### config.mk
export PLATFORM = sky130hd
export DESIGN_NAME = countdown_core
export DESIGN_NICKNAME = d
export VERILOG_FILES = /design/src/rtl/countdown_pkg.sv /design/src/rtl/bcd_digit_dec.sv /design/src/rtl/countdown_core.sv
export SDC_FILE = /design/constraint.sdc
export NUM_CORES = 1
export LEC_CHECK = 0
export CAP_MARGIN = 10
export CORE_ASPECT_RATIO = 1.5
export CORE_MARGIN = 1
export CORE_UTILIZATION = 50
export DETAILED_ROUTE_END_ITERATION = 8
export GPL_ROUTABILITY_DRIVEN = 0
export PLACE_DENSITY = 0.75
export REMOVE_ABC_BUFFERS = 1
export SETUP_SLACK_MARGIN = 0.2
export SLEW_MARGIN = 25
export SYNTH_ARGS = -nofsm -noshare
export SYNTH_HDL_FRONTEND = slang
export SYNTH_SLANG_ARGS = --single-unit
### constraint.sdc
create_clock -name sys_clk -period 2.79 [get_ports sys_clk]
set_clock_uncertainty 0.1 [all_clocks]
set_input_delay 0.279 -clock sys_clk [delete_from_list [all_inputs] [get_ports sys_clk]]
set_output_delay 0.279 -clock sys_clk [all_outputs]
set_load 0.01 [all_outputs]
### src/rtl/countdown_pkg.sv
// rtl/countdown_pkg.sv - shared types, constants and BCD sanitizer for the MM:SS countdown
package countdown_pkg;

  typedef enum logic [1:0] {
    IDLE    = 2'd0,
    RUNNING = 2'd1,
    PAUSED  = 2'd2,
    EXPIRED = 2'd3
  } state_t;

  typedef logic [3:0] bcd_digit_t;

  localparam bcd_digit_t  SEC_TENS_MAX = 4'd5;
  localparam bcd_digit_t  DIGIT_MAX    = 4'd9;
  localparam logic [15:0] ZERO_TIME    = 16'h0000;

  function automatic bcd_digit_t clamp_digit(input bcd_digit_t d, input bcd_digit_t m);
    return (d > m) ? m : d;
  endfunction

  // Forces any raw word into a legal 00:00..99:59 BCD time.
  function automatic logic [15:0] sanitize_bcd(input logic [15:0] v);
    return {clamp_digit(v[15:12], DIGIT_MAX), clamp_digit(v[11:8], DIGIT_MAX),
            clamp_digit(v[7:4], SEC_TENS_MAX), clamp_digit(v[3:0], DIGIT_MAX)};
  endfunction

endpackage

### src/rtl/bcd_digit_dec.sv
// rtl/bcd_digit_dec.sv - combinational single BCD digit decrement with borrow
module bcd_digit_dec
  import countdown_pkg::*;
(
  input  bcd_digit_t digit,
  input  logic       borrow_in,
  input  bcd_digit_t max,
  output bcd_digit_t digit_out,
  output logic       borrow_out
);

  always_comb begin
    digit_out  = digit;
    borrow_out = 1'b0;
    if (borrow_in) begin
      if (digit == 4'd0) begin
        digit_out  = max;
        borrow_out = 1'b1;
      end else begin
        digit_out = digit - 4'd1;
      end
    end
  end

endmodule

### src/rtl/countdown_core.sv
// rtl/countdown_core.sv - MM:SS BCD countdown with start/pause, load, expiry flag and bounded alarm
module countdown_core
  import countdown_pkg::*;
#(
  parameter logic [15:0] DEFAULT_VALUE = 16'h0100,
  parameter int          ALARM_TICKS   = 5
) (
  input  logic        sys_clk,
  input  logic        rst_n,
  input  logic        tick_1hz,
  input  logic        start_pause,
  input  logic        load,
  input  logic [15:0] load_value,
  output logic [3:0]  num_out_0,
  output logic [3:0]  num_out_1,
  output logic [3:0]  num_out_2,
  output logic [3:0]  num_out_3,
  output logic        running,
  output logic        done,
  output logic        alarm
);

  state_t      state_q, state_d;
  logic [15:0] count_q, count_d;
  logic [15:0] reload_q, reload_d;
  logic        alarm_q, alarm_d;
  logic [7:0]  alarm_cnt_q, alarm_cnt_d;

  logic [15:0] count_dec;
  logic [4:0]  borrow;
  bcd_digit_t  digit_max [4];

  assign borrow[0]    = 1'b1;
  assign digit_max[0] = DIGIT_MAX;
  assign digit_max[1] = SEC_TENS_MAX;
  assign digit_max[2] = DIGIT_MAX;
  assign digit_max[3] = DIGIT_MAX;

  for (genvar g = 0; g < 4; g++) begin : g_dec
    bcd_digit_dec u_dec (
      .digit      (count_q[4*g +: 4]),
      .borrow_in  (borrow[g]),
      .max        (digit_max[g]),
      .digit_out  (count_dec[4*g +: 4]),
      .borrow_out (borrow[g+1])
    );
  end

  always_comb begin
    state_d     = state_q;
    count_d     = count_q;
    reload_d    = reload_q;
    alarm_d     = alarm_q;
    alarm_cnt_d = alarm_cnt_q;
    if (load) begin
      count_d     = sanitize_bcd(load_value);
      reload_d    = sanitize_bcd(load_value);
      state_d     = IDLE;
      alarm_d     = 1'b0;
      alarm_cnt_d = 8'd0;
    end else begin
      unique case (state_q)
        IDLE: begin
          if (start_pause && count_q != ZERO_TIME) state_d = RUNNING;
        end
        RUNNING: begin
          // A borrow out of the top digit would mean decrementing 00:00; never commit that.
          if (tick_1hz && !borrow[4]) begin
            count_d = count_dec;
            if (count_dec == ZERO_TIME) begin
              state_d     = EXPIRED;
              alarm_d     = 1'b1;
              alarm_cnt_d = 8'(ALARM_TICKS);
            end else if (start_pause) begin
              state_d = PAUSED;
            end
          end else if (start_pause) begin
            state_d = PAUSED;
          end
        end
        PAUSED: begin
          if (start_pause) state_d = RUNNING;
        end
        EXPIRED: begin
          if (start_pause) begin
            count_d     = reload_q;
            alarm_d     = 1'b0;
            alarm_cnt_d = 8'd0;
            state_d     = IDLE;
          end else if (tick_1hz && alarm_cnt_q != 8'd0) begin
            alarm_cnt_d = alarm_cnt_q - 8'd1;
            if (alarm_cnt_q == 8'd1) alarm_d = 1'b0;
          end
        end
        default: state_d = IDLE;
      endcase
    end
  end

  always_ff @(posedge sys_clk or negedge rst_n) begin
    if (!rst_n) begin
      state_q     <= IDLE;
      count_q     <= DEFAULT_VALUE;
      reload_q    <= DEFAULT_VALUE;
      alarm_q     <= 1'b0;
      alarm_cnt_q <= 8'd0;
    end else begin
      state_q     <= state_d;
      count_q     <= count_d;
      reload_q    <= reload_d;
      alarm_q     <= alarm_d;
      alarm_cnt_q <= alarm_cnt_d;
    end
  end

  assign num_out_0 = count_q[3:0];
  assign num_out_1 = count_q[7:4];
  assign num_out_2 = count_q[11:8];
  assign num_out_3 = count_q[15:12];
  assign running   = (state_q == RUNNING);
  assign done      = (state_q == EXPIRED);
  assign alarm     = alarm_q;

endmodule

# --- Word-level counts from Yosys, hierarchy flattened ---
# Index checks and enable logic that the tools add are counted.
totals:
  reg_bits: 43
  inputBits: 21
  output_inout_bits: 19
  word_cells: 85
classes:
  n_addsub: 5
  n_lt_le_gt_ge: 4
  eq_ne: 11
  n_mux: 43
  n_reduce_logical: 17
op_table:
  columns: ["op", "count"]
  rows:
  - ["2-to-1 mux 16 bit", 3]
  - ["2-to-1 mux 4 bit", 11]
  - ["2-to-1 mux 8 bit", 5]
  - ["case mux 16 bit (2 select lines)", 1]
  - ["zero test 16 bit", 1]
  - ["zero test 4 bit", 4]
  - ["case mux 8 bit (2 select lines)", 1]
  - ["nonzero test 16 bit", 1]
  - ["subtractor 4 x 1 -> 4 bit, second input constant", 4]
  - ["2-to-1 mux 2 bit", 7]
  - ["2-to-1 mux 1 bit", 13]
  - ["greater-than comparator 4 bit, second input constant", 3]
  - ["!= test 3 bit, second input constant", 3]
  - ["== test 8 x 1 -> 1 bit, second input constant", 1]
  - ["!= test 4 x 3 -> 1 bit, second input constant", 2]
  - ["case mux 2 bit (4 select lines)", 1]
  - ["nonzero test 8 bit", 1]
  - ["subtractor 8 x 1 -> 8 bit, second input constant", 1]
  - ["!= test 3 x 2 -> 1 bit, second input constant", 2]
  - ["AND reduction 3 bit", 2]
  - ["AND reduction 5 bit", 1]
  - ["== test 2 bit, second input constant", 2]
  - ["greater-than comparator 4 x 3 -> 1 bit, second input constant", 1]
  - ["AND reduction 4 bit", 1]
  - ["other kinds (6)", 8]

# --- Depth between registers and ports, before layout ---
# Gate-level depths: netlist of run 1.
depth:
  word_depth: 10
  ltp_mapped: 8
  mapped_depth_nobuf: 7

# --- By module ---
# From an unflattened synthesis of run 1, not the netlist that was laid out.
hier_totals:
  cells_unflattened: 327
  hier_area_um2: 2967.8
by_module_without_submodules:
  columns: ["module", "n_inst", "cells_each", "area_each_um2", "seq_area_each_um2"]
  rows:
  - ["countdown_core", 1, 235, 2327.2, 1078.5]
  - ["bcd_digit_dec", 4, 23, 160.2, 0.0]

# --- Least setup slack after synthesis of run 1 ---
# OpenSTA, ideal clock, no wires.
synth_timing:
  kind: "reg2reg"
  start: "register count_q[11]"
  end: "register alarm_cnt_q[2]"
  setup_ns: 0.126
  t_arrival_ns: 2.091
  required_ns: 2.564
  setup_slack_ns: 0.473
  stages_incl_launch_ff: 8
  n_path_buf: 2
  period_less_slack_ns: 2.317
  path_cell_list: "dfrtp_1 -> clkbuf_1 -> or4_4 -> nor4_4 -> a211o_2 -> buf_6 -> nor2_2 -> a221o_1"
synth_via:
  elab_chain_len: 8
  word_cells_on_any_way: 14
  classes_between: "add/sub (1); eq/ne (2); mux (6); reduce/logical (5)"
synth_lines:
  columns: ["item", "line_no", "source"]
  rows:
  - ["start: declaration", "countdown_core.sv:24", "logic [15:0] count_q, count_d;"]
  - ["start signal: assignment", "countdown_core.sv:109", "count_q <= count_d;"]
  - ["branches (longest 7 deep; another with subtractor 4 x 1 -> 4 bit)", null, null]
  - ["AND reduction 4 bit (no line) *", null, null]
  - ["end signal: assignment", "countdown_core.sv:112", "alarm_cnt_q <= alarm_cnt_d;"]
  - ["end: declaration", "countdown_core.sv:27", "logic [7:0] alarm_cnt_q, alarm_cnt_d;"]
# Mark *: on every way between the ends.
# A chain may end at the register's enable or synchronous reset.

# --- Final worst setup path of run 1 ---
layout_timing:
  start: "register count_q[3]"
  end: "register alarm_cnt_q[2]"
layout_via:
  elab_chain_len: 9
  word_cells_on_any_way: 16
  classes_between: "add/sub (1); eq/ne (2); mux (8); reduce/logical (5)"
layout_lines:
  columns: ["item"]
  rows:
  - ["branches (longest 8 deep; another with zero test 16 bit)"]
  - ["AND reduction 4 bit (no line) *"]
# Marks and branches as above.

==> results of run 1 <==
## cells by family after synthesis
kind of cell / count (synthesis) / share of synthesized area
and+or+nand+nor: 121 / 0.252
AOI/OAI and AO/OA: 93 / 0.238
DFF: 43 / 0.409
buffers and inverters: 38 / 0.0616
muxes: 6 / 0.0242
xor gates and xnor gates: 2 / 0.00664
adders and majority gates: 2 / 0.00948
## worst paths after layout
path | from | end | slack (ps) | cells past startpoint
min in group asynchronous | rst_n | count_q[6]$_DFFE_PN0P_ | 400 | 2
max in group asynchronous | rst_n | count_q[15]$_DFFE_PN0P_ | 1800 | 2
max | count_q[3]$_DFFE_PN0P_ | alarm_cnt_q[2]$_DFFE_PN0P_ | 430 | 5
min | reload_q[8]$_DFFE_PN1P_ | reload_q[8]$_DFFE_PN1P_ | 380 | 2
min reg2reg | reload_q[8]$_DFFE_PN1P_ | reload_q[8]$_DFFE_PN1P_ | 380 | 2
max reg2reg | count_q[3]$_DFFE_PN0P_ | alarm_cnt_q[2]$_DFFE_PN0P_ | 430 | 5
## stage by stage
stage	power (mW)	utilization	setup WS [ps]	TNS, ps
2_1_floorplan	1.05	-	-203	-936
3_3_place_gp	1.31	0.617	433	0
3_5_place_dp	1.32	0.617	382	0
4_1_cts	1.73	0.635	430	0
5_1_grt	1.82	0.637	298	0
6_report	1.72	0.637	431	0
## routing by layer
layer | routed length [um] | track usage | vias up
met5 | 0 | 0 | -
met4 | 231 | 0.133 | 0
met3 | 241 | 0.0427 | 20
met2 | 3590 | 0.476 | 70
met1 | 2820 | 0.334 | 1227
li1 | - | - | 1213
## critical path: stages, from the launching register on
cell and delay (ps):
dfrtp_1 480, or4_1 600, nor4_4 370, a211o_2 300
nor2_2 80, a221o_1 310
## layout make-up
type                            instances  area [sq um]  area share
Multi-Input combinational cell        224          1400       0.430
Sequential cell                        43          1080       0.330
Timing Repair Buffer                   59           541       0.165
Clock buffer                            7          86.3      0.0264
Tap cell                               68          85.1      0.0260
Inverter                               18          67.6      0.0207
Clock inverter                          1          5.00     0.00153
## registers in the layout (all words and copies together), names as in the netlist
signal       cells
reload_q        16
alarm_cnt_q      8
alarm            1
count_q         16
state_q          2
## layout by cell type (no fill, tap or decap), drive strengths merged, types with 8 or more instances in the layout
master          n
a21oi          10
a31oi           9
buf            20
clkdlybuf4s50  38
dfrtp          41
inv            17
nand2          22
nand3           8
nor2           38
nor3           11
o21ai          32
or4             9
## where the power goes
group | total, mW | internal (mW) | leakage, nW | switching, mW
Sequential | 0.766 | 0.693 | 0.532 | 0.0732
Combinational | 0.543 | 0.263 | 0.767 | 0.280
Clock | 0.410 | 0.200 | 0.0482 | 0.210
Total | 1.72 | 1.16 | 1.35 | 0.563
## cells in the mapped netlist, types with 4 or more instances
master,n
o21a_1,4
or4_1,8
buf_2,4
nor3_1,10
nor2_1,37
nand3_1,8
nor2b_1,4
clkbuf_1,13
dfrtp_1,41
o21ai_0,32
nor4_1,5
a21oi_1,10
o31ai_1,6
or3_1,5
nand2_1,22
a31oi_1,9
a21o_1,5
inv_1,17
==> reports/metrics.cfg, run 1 <==
[run_status]
status=complete, no violations

[global_route]
grt_max_degree=44
grt_pass1_vias=2468
antenna_found_initial=0
grt_overflow_total=0
grt_usage=0.282
grt_pass1_wl_um=11600

[yosys]
postSynthCellCount=305
synth_ff_type=dfrtp_1
synth_edf_count=0
synth-seq-cells=43
syn_avg_cell_area_sq_um=8.65
ys_warn_count=0
synth.top_cell.area_share=0.389
syn_area_sq_mm=0.00264
async_flop_share=1.00
yosysSeqAreaShare=0.409
yosysUniqueCellTypes=60
ys_top_cells_by_area=dfrtp_1, o21ai_0, nor2_1
yosys.area.top_type=dfrtp_1

[power]
power.density_mw_per_mm2=526
ir_worst_vdd_mv=0.388
power.leakage_nw=1.35

[setup_path]
start_kind=flip-flop
path_class=reg2reg
end_kind=flip-flop
worstPathMaxFanout=10
critPathArrivalTime_ps=2440
required_ps=2870

[timing]
period_share=0.845
timing.hold.ws_ps=382
final-setup-viol-count=0
slew_violations=0
hold_violations=0
period_needed_ps=2360
rsz0062_at_grt=no
max-slew-margin-rel=0.632
max_freq_ghz=0.424
tightest_slew_ps=552

[min_path]
hp-class=reg2reg

[clock_network]
cts_made_buffers=5
cts_buffer_depth=2
clk_pin_slew_worst_paths_ps=80
clk_latency_ps=300
cts_setup_buffers=0
cts_tree=built
cts_resized=0
h-tree-depth=2
cts_root_buffer=clkbuf_8
ctsHoldBuffers=0
cts_num_sinks=43

[die]
die_w_um=61.3
placementRows=32
fp.dieH_um=91.0
initial_core_util=0.515
coreArea_sq_mm=0.00512
dieArea_sq_mm=0.00558
io_pins=40

[place]
place_hpwl_um=5040
place_inst=411
placement.io_buffers=39
placed_cell_area_sq_mm=0.00316

[finish]
final_nets=374
n_antenna_cell=0
stdcell_count=420
final_area_sq_mm=0.00327
fillCellCount=497
syn_to_final_growth_pct=23.8
drive_above_1_share=0.116

[drt]
dr.pass1.iters=4
antenna_left=0
wl_per_cell_um=16.4
drt-initial-drc-count=145
drc=0
viasPerCell=6.02
drt_wl_total_um=6890
vias=2530

[flow_run]
drv_cap=0

Note: power is estimated with default switching activity, not from simulation.
==> run 2, diff against run 1 <==
- clock period: 2.79 -> 2.4 ns (I/O delays scaled with it)
==> reports/metrics.cfg, run 2 (synthesis gave the netlist of run 1 again) <==
[run_status]
status=complete, no violations  ; unchanged

[drt]
drt-initial-drc-count=184  ; was 145
wl_per_cell_um=17.6  ; was 16.4 um
viasPerCell=6.08  ; was 6.02
drc=0  ; unchanged
antenna_left=0  ; unchanged
vias=2722  ; was 2,530
drt_wl_total_um=7900  ; was 6890 um
dr.pass1.iters=5  ; was 4

[finish]
n_antenna_cell=0  ; unchanged
layout_commonest_cell=buf_4  ; was dfrtp_1
syn_to_final_growth_pct=37.4  ; was 23.8%
final_cell_mix=buf_4, clkdlybuf4s50_1, nor2_1, dfrtp_1, o21ai_0  ; was dfrtp_1, clkdlybuf4s50_1, nor2_1, o21ai_0, nand2_1
final_nets=402  ; was 374
largest_registers=count_q x16, reload_q x16, alarm_cnt_q x8  ; unchanged
drive_above_1_share=0.216  ; was 0.116

[setup_path]
end_kind=flip-flop  ; unchanged
path_class=reg2reg  ; unchanged
start_kind=flip-flop  ; unchanged
required_ps=2530  ; was 2870 ps
worstPathMaxFanout=5  ; was 10
crit_chain=buf_6 -> nor4_4 -> buf_4 -> nand4_1 -> o31a_4 -> or4_4 -> o21ai_2  ; was or4_1 -> nor4_4 -> a211o_2 -> nor2_2 -> a221o_1
critPathArrivalTime_ps=2390  ; was 2440 ps
critPathSlowestCell=or4_4  ; was or4_1
cp_slowest_stage_delay_ps=540  ; was 600 ps
startpoint=count_q[1]$_DFFE_PN0P_  ; was count_q[3]$_DFFE_PN0P_
r2r_start=count_q[1]$_DFFE_PN0P_  ; was count_q[3]$_DFFE_PN0P_

[clock_network]
clk_pin_slew_worst_paths_ps=80  ; about the same
h-tree-depth=2  ; unchanged
cts_num_sinks=43  ; unchanged
cts_made_buffers=5  ; unchanged
clk_latency_ps=300  ; about the same
cts_tree=built  ; unchanged
cts_root_buffer=clkbuf_8  ; unchanged
cts_buffer_depth=2  ; unchanged

[global_route]
grt_overflow_total=0  ; unchanged
grt_max_degree=44  ; unchanged
antenna_found_initial=0  ; unchanged
grt_pass1_vias=2587  ; was 2,468
grt_pass1_wl_um=11700  ; was 11,600 um
grt_usage=0.278  ; was 0.282

[timing]
hold_violations=0  ; unchanged
tightest_slew_ps=578  ; was 552 ps
period_needed_ps=2260  ; was 2360 ps
rsz0062_at_grt=yes  ; was no
slew_violations=0  ; unchanged
final-setup-viol-count=0  ; unchanged
max-slew-margin-rel=0.615  ; was 0.632
max_freq_ghz=0.443  ; was 0.424 GHz
timing.hold.ws_ps=380  ; was 382 ps
period_share=0.940  ; was 0.845

[die]
placementRows=32  ; unchanged
coreArea_sq_mm=0.00512  ; unchanged
initial_core_util=0.515  ; unchanged
io_pins=40  ; unchanged
dieArea_sq_mm=0.00558  ; unchanged
fp.dieH_um=91.0  ; unchanged
die_w_um=61.3  ; unchanged

[min_path]
hp-class=reg2reg  ; unchanged
min-delay-start=reload_q[0]$_DFFE_PN0P_  ; was reload_q[8]$_DFFE_PN1P_

[power]
power.leakage_nw=1.52  ; was 1.35 nW
total_power_mw=2.13  ; was 1.72 mW
ir_worst_vdd_mv=0.386  ; was 0.388 mV
power.density_mw_per_mm2=589  ; was 526 mW/mm^2

[place]
placement.io_buffers=39  ; unchanged
place_hpwl_um=5110  ; was 5040 um

[flow_run]
drv_cap=0  ; unchanged

[run 2: layer usage]
layer	vias to the layer above	wire, um	part of all wire	GRT usage
met5	-	0	0	0
met4	0	290	0.037	0.131
met3	30	434	0.055	0.0484
met2	108	4160	0.53	0.464
met1	1306	3020	0.38	0.334
li1	1278	-	-	-
[run 2: worst max-delay path, delay by kind of cell (launching register included)]
| kind | cells | cell delay, ps |
|---|---|---|
| buffers and inverters | 2 | 310 |
| AOI/OAI and AO/OA | 2 | 420 |
| DFF | 1 | 410 |
| and+or+nand+nor | 3 | 960 |
[run 2: area by class of cell]
| cell class | count | area, sq um |
|---|---|---|
| multi-input combinational | 225 | 1500 |
| clock inverter | 1 | 5.00 |
| clock buffer | 7 | 76.3 |
| timing repair buffer | 86 | 805 |
| sequential | 43 | 1080 |
| fill | 400 | 1500 |
| inverter | 18 | 67.6 |
| tap | 68 | 85.1 |
[run 2: path summary, 6_finish.rpt]
| check | endpoint | slack (ps) | cells after the start |
|---|---|---|---|
| worst max-delay path | alarm_cnt_q[1]$_DFFE_PN0P_ | 140 | 7 |
| min in group asynchronous | reload_q[4]$_DFFE_PN0P_ | 450 | 3 |
| max in group asynchronous | count_q[14]$_DFFE_PN0P_ | 1320 | 3 |
| worst min register to register | reload_q[0]$_DFFE_PN0P_ | 380 | 1 |
| worst min-delay path | reload_q[0]$_DFFE_PN0P_ | 380 | 1 |
| worst max register to register | alarm_cnt_q[1]$_DFFE_PN0P_ | 140 | 7 |
[run 2: power breakdown]
group | internal [mW] | switching (mW)
clock network | 0.205 | 0.246
registers | 0.808 | 0.0744
logic | 0.399 | 0.402
total | 1.41 | 0.723
[run 2: what timing repair did]
action / CTS / global route
endpoints found under the hold margin: 41 / 0
pin swaps: 2 / 7
endpoints found under the setup margin: 6 / 14
hold buffers: 1 / 0
gates resized for setup: 6 / 20
setup buffers: 1 / 7
cloned: 0 / 3
[run 2: through the flow]
step	instances	utilization	setup slack, ps	instance area [sq um]	TNS [ps]
4_1_cts	438	0.671	172	3440	0
2_1_floorplan	285	-	-593	2540	-6710
3_5_place_dp	428	0.647	127	3320	0
5_1_grt	448	0.707	64.5	3620	0
3_3_place_gp	428	0.647	159	3320	0
6_report	448	0.707	145	3620	0
==> edit, RTL diff (config.mk and constraints of run 1) <==
Encoding of `state_t`: now one-hot (4 bits for 4 states).
--- a/src/rtl/countdown_pkg.sv
+++ b/src/rtl/countdown_pkg.sv
@@ -3,7 +3,7 @@
 
-  typedef enum logic [1:0] {
-    IDLE    = 2'd0,
-    RUNNING = 2'd1,
-    PAUSED  = 2'd2,
-    EXPIRED = 2'd3
+  typedef enum logic [3:0] {
+    IDLE    = 4'b0001,
+    RUNNING = 4'b0010,
+    PAUSED  = 4'b0100,
+    EXPIRED = 4'b1000
   } state_t;
Behaviour: no difference found for any inputs over 10 cycles, from zero or initial values and one cycle with rst_n low; not proved beyond that.
==> edit against run 1 <==
Critical path depth is 2 higher. First-iteration DRC count is 0.69% higher. Global-route usage is 0.15 points lower. Synthesized area is 2.5% higher. Synthesized cell count is 2.3% lower. Cell area is 3.8% higher. Utilization is 1.9 points higher. Sequential cell count is 2 higher. Clock power is 26% higher. Wire length is 3.8% higher. Setup slack worse by 0.088 ns. Total power is 16% higher. Via count is 0.40% higher. Critical endpoint is now alarm_cnt_q[6]$_DFFE_PN0P_.
==> edit: results <==
metrics = {
    "detailed_routing": {
        "avgViaCountPerCell": 6.106,
        "drt_pre_antenna_iters": 4,
        "drt_iter0_markers": 146,
        "avgRoutedWirePerCell_um": 17.19,
    },
    "critical_path": {
        "slowest_delay_ns": 0.60,
        "critPathMaxFanout": 9,
        "cp.arrival_ns": 2.58,
        "cpMaxStageDelayCell": "or4b_4",
        "crit_family": "simple AND/OR/NAND/NOR gates",
        "reg2reg_slack_ns": 0.34,
    },
    "cts": {
        "cts_root_buf": "clkbuf_8",
        "cts_buffer_depth": 2,
        "cts_buffers": 5,
        "worst_skew_pair.late_latency_ns": 0.30,
    },
    "grt": {
        "grt_max_degree": 35,
        "use_met1_pct": 34.70,
        "grt_pass1_wl_mm": 11.93,
        "grtUsageTotal_pct": 28.01,
        "use_met3_pct": 3.667,
        "use_met2_pct": 46.90,
    },
    "timing": {
        "whs_ns": 0.3241,
        "slew_headroom_pct": 65.93,
    },
    "layout": {
        "diodes": 0,
        "fill_cells": 435,
        "nets": 370,
        "drive_gt1_share_pct": 13.79,
        "reg.largest.list": "count_q x16, reload_q x16, alarm_cnt_q x8",
    },
    "synth": {
        "synthTopCellsByArea": "dfrtp_1 (39%), o21ai_0 (5.0%), nor2_1 (4.4%)",
        "ys_seq_area_share_pct": 41.79,
        "async_reset_ff_share_pct": 100.0,
        "ys_types": 67,
        "yosysWarningCount": 0,
        "yosys-top-cells-count": "dfrtp_1 (42), nor2_1 (32), o21ai_0 (27)",
    },
    "pwr": {
        "ir_worst_vdd_mv": 0.3639,
        "power.leakage_nw": 1.354,
    },
    "min_path": {
        "min_path_type": "input pin to async pin",
    },
    "placement": {
        "dp_hpwl_mm": 5.148,
        "dpl_cell_area_mm2": 0.003216,
    },
    "status": {
        "outcome": "completed",
    },
}
==> edit: report_power, final <==
| part | internal, W | switching (W) |
|---|---|---|
| clock | 0.000292 | 0.000224 |
| sequential | 0.000740 | 0.000125 |
| combinational | 0.000307 | 0.000301 |
| total | 0.00134 | 0.000650 |
==> edit: metal layers <==
metal,vias to the layer above,share of wire (%)
li1,1209,-
met5,-,0
met2,85,52
met1,1232,41
met3,14,3.8
met4,0,2.4
==> edit: area by class of cell <==
cell class,count,area [um2],share of cell area [%]
clock inverters,1,30.03,0.8853
multi-input cells,223,1473,43.42
flip-flops and latches,45,1130,33.31
inverters,16,72.57,2.139
well taps,68,85.08,2.508
repair buffers,56,515.5,15.20
clock buffers,7,86.33,2.545
==> edit: worst paths after layout <==
kind | endpoint | cells after the start | from
min in group sys_clk | reload_q[0]$_DFFE_PN0P_ | 1 | reload_q[0]$_DFFE_PN0P_
max in group asynchronous | count_q[8]$_DFFE_PN1P_ | 3 | rst_n
worst min-delay path | alarm_cnt_q[5]$_DFFE_PN0P_ | 2 | rst_n
worst min register to register | reload_q[0]$_DFFE_PN0P_ | 1 | reload_q[0]$_DFFE_PN0P_
worst max register to register | alarm_cnt_q[6]$_DFFE_PN0P_ | 7 | state_q[2]$_DFFE_PN0P_
worst max-delay path | alarm_cnt_q[6]$_DFFE_PN0P_ | 7 | state_q[2]$_DFFE_PN0P_
==> edit: repair_timing <==
item	CTS	global route
pin swaps	0	3
hold buffers	1	0
endpoints found under the hold margin	15	0
gates cloned	0	0
resized for setup	3	4
setup endpoints to repair	8	16
setup buffers	0	1
==> edit: per-stage QoR <==
step                      std cells  setup slack (ns)  power, W
final                           416            0.3434  0.001988
after CTS                       415            0.2120  0.001978
after global routing            416            0.2178  0.002091
after global placement          406            0.2576  0.001433
after floorplan                 284            0.2167  0.001179
after detailed placement        406            0.1764  0.001450
==> edit: cell families after synthesis <==
kind of cell,count (synthesis),synth area share (%)
AO/OA/AOI/OAI,97,24.30
adder cells (fa/ha/maj),2,0.9253
buffers and inverters,30,5.321
AND/OR/NAND/NOR,115,24.48
XOR/XNOR,5,1.620
multiplexers,4,1.573
flip-flops,45,41.79
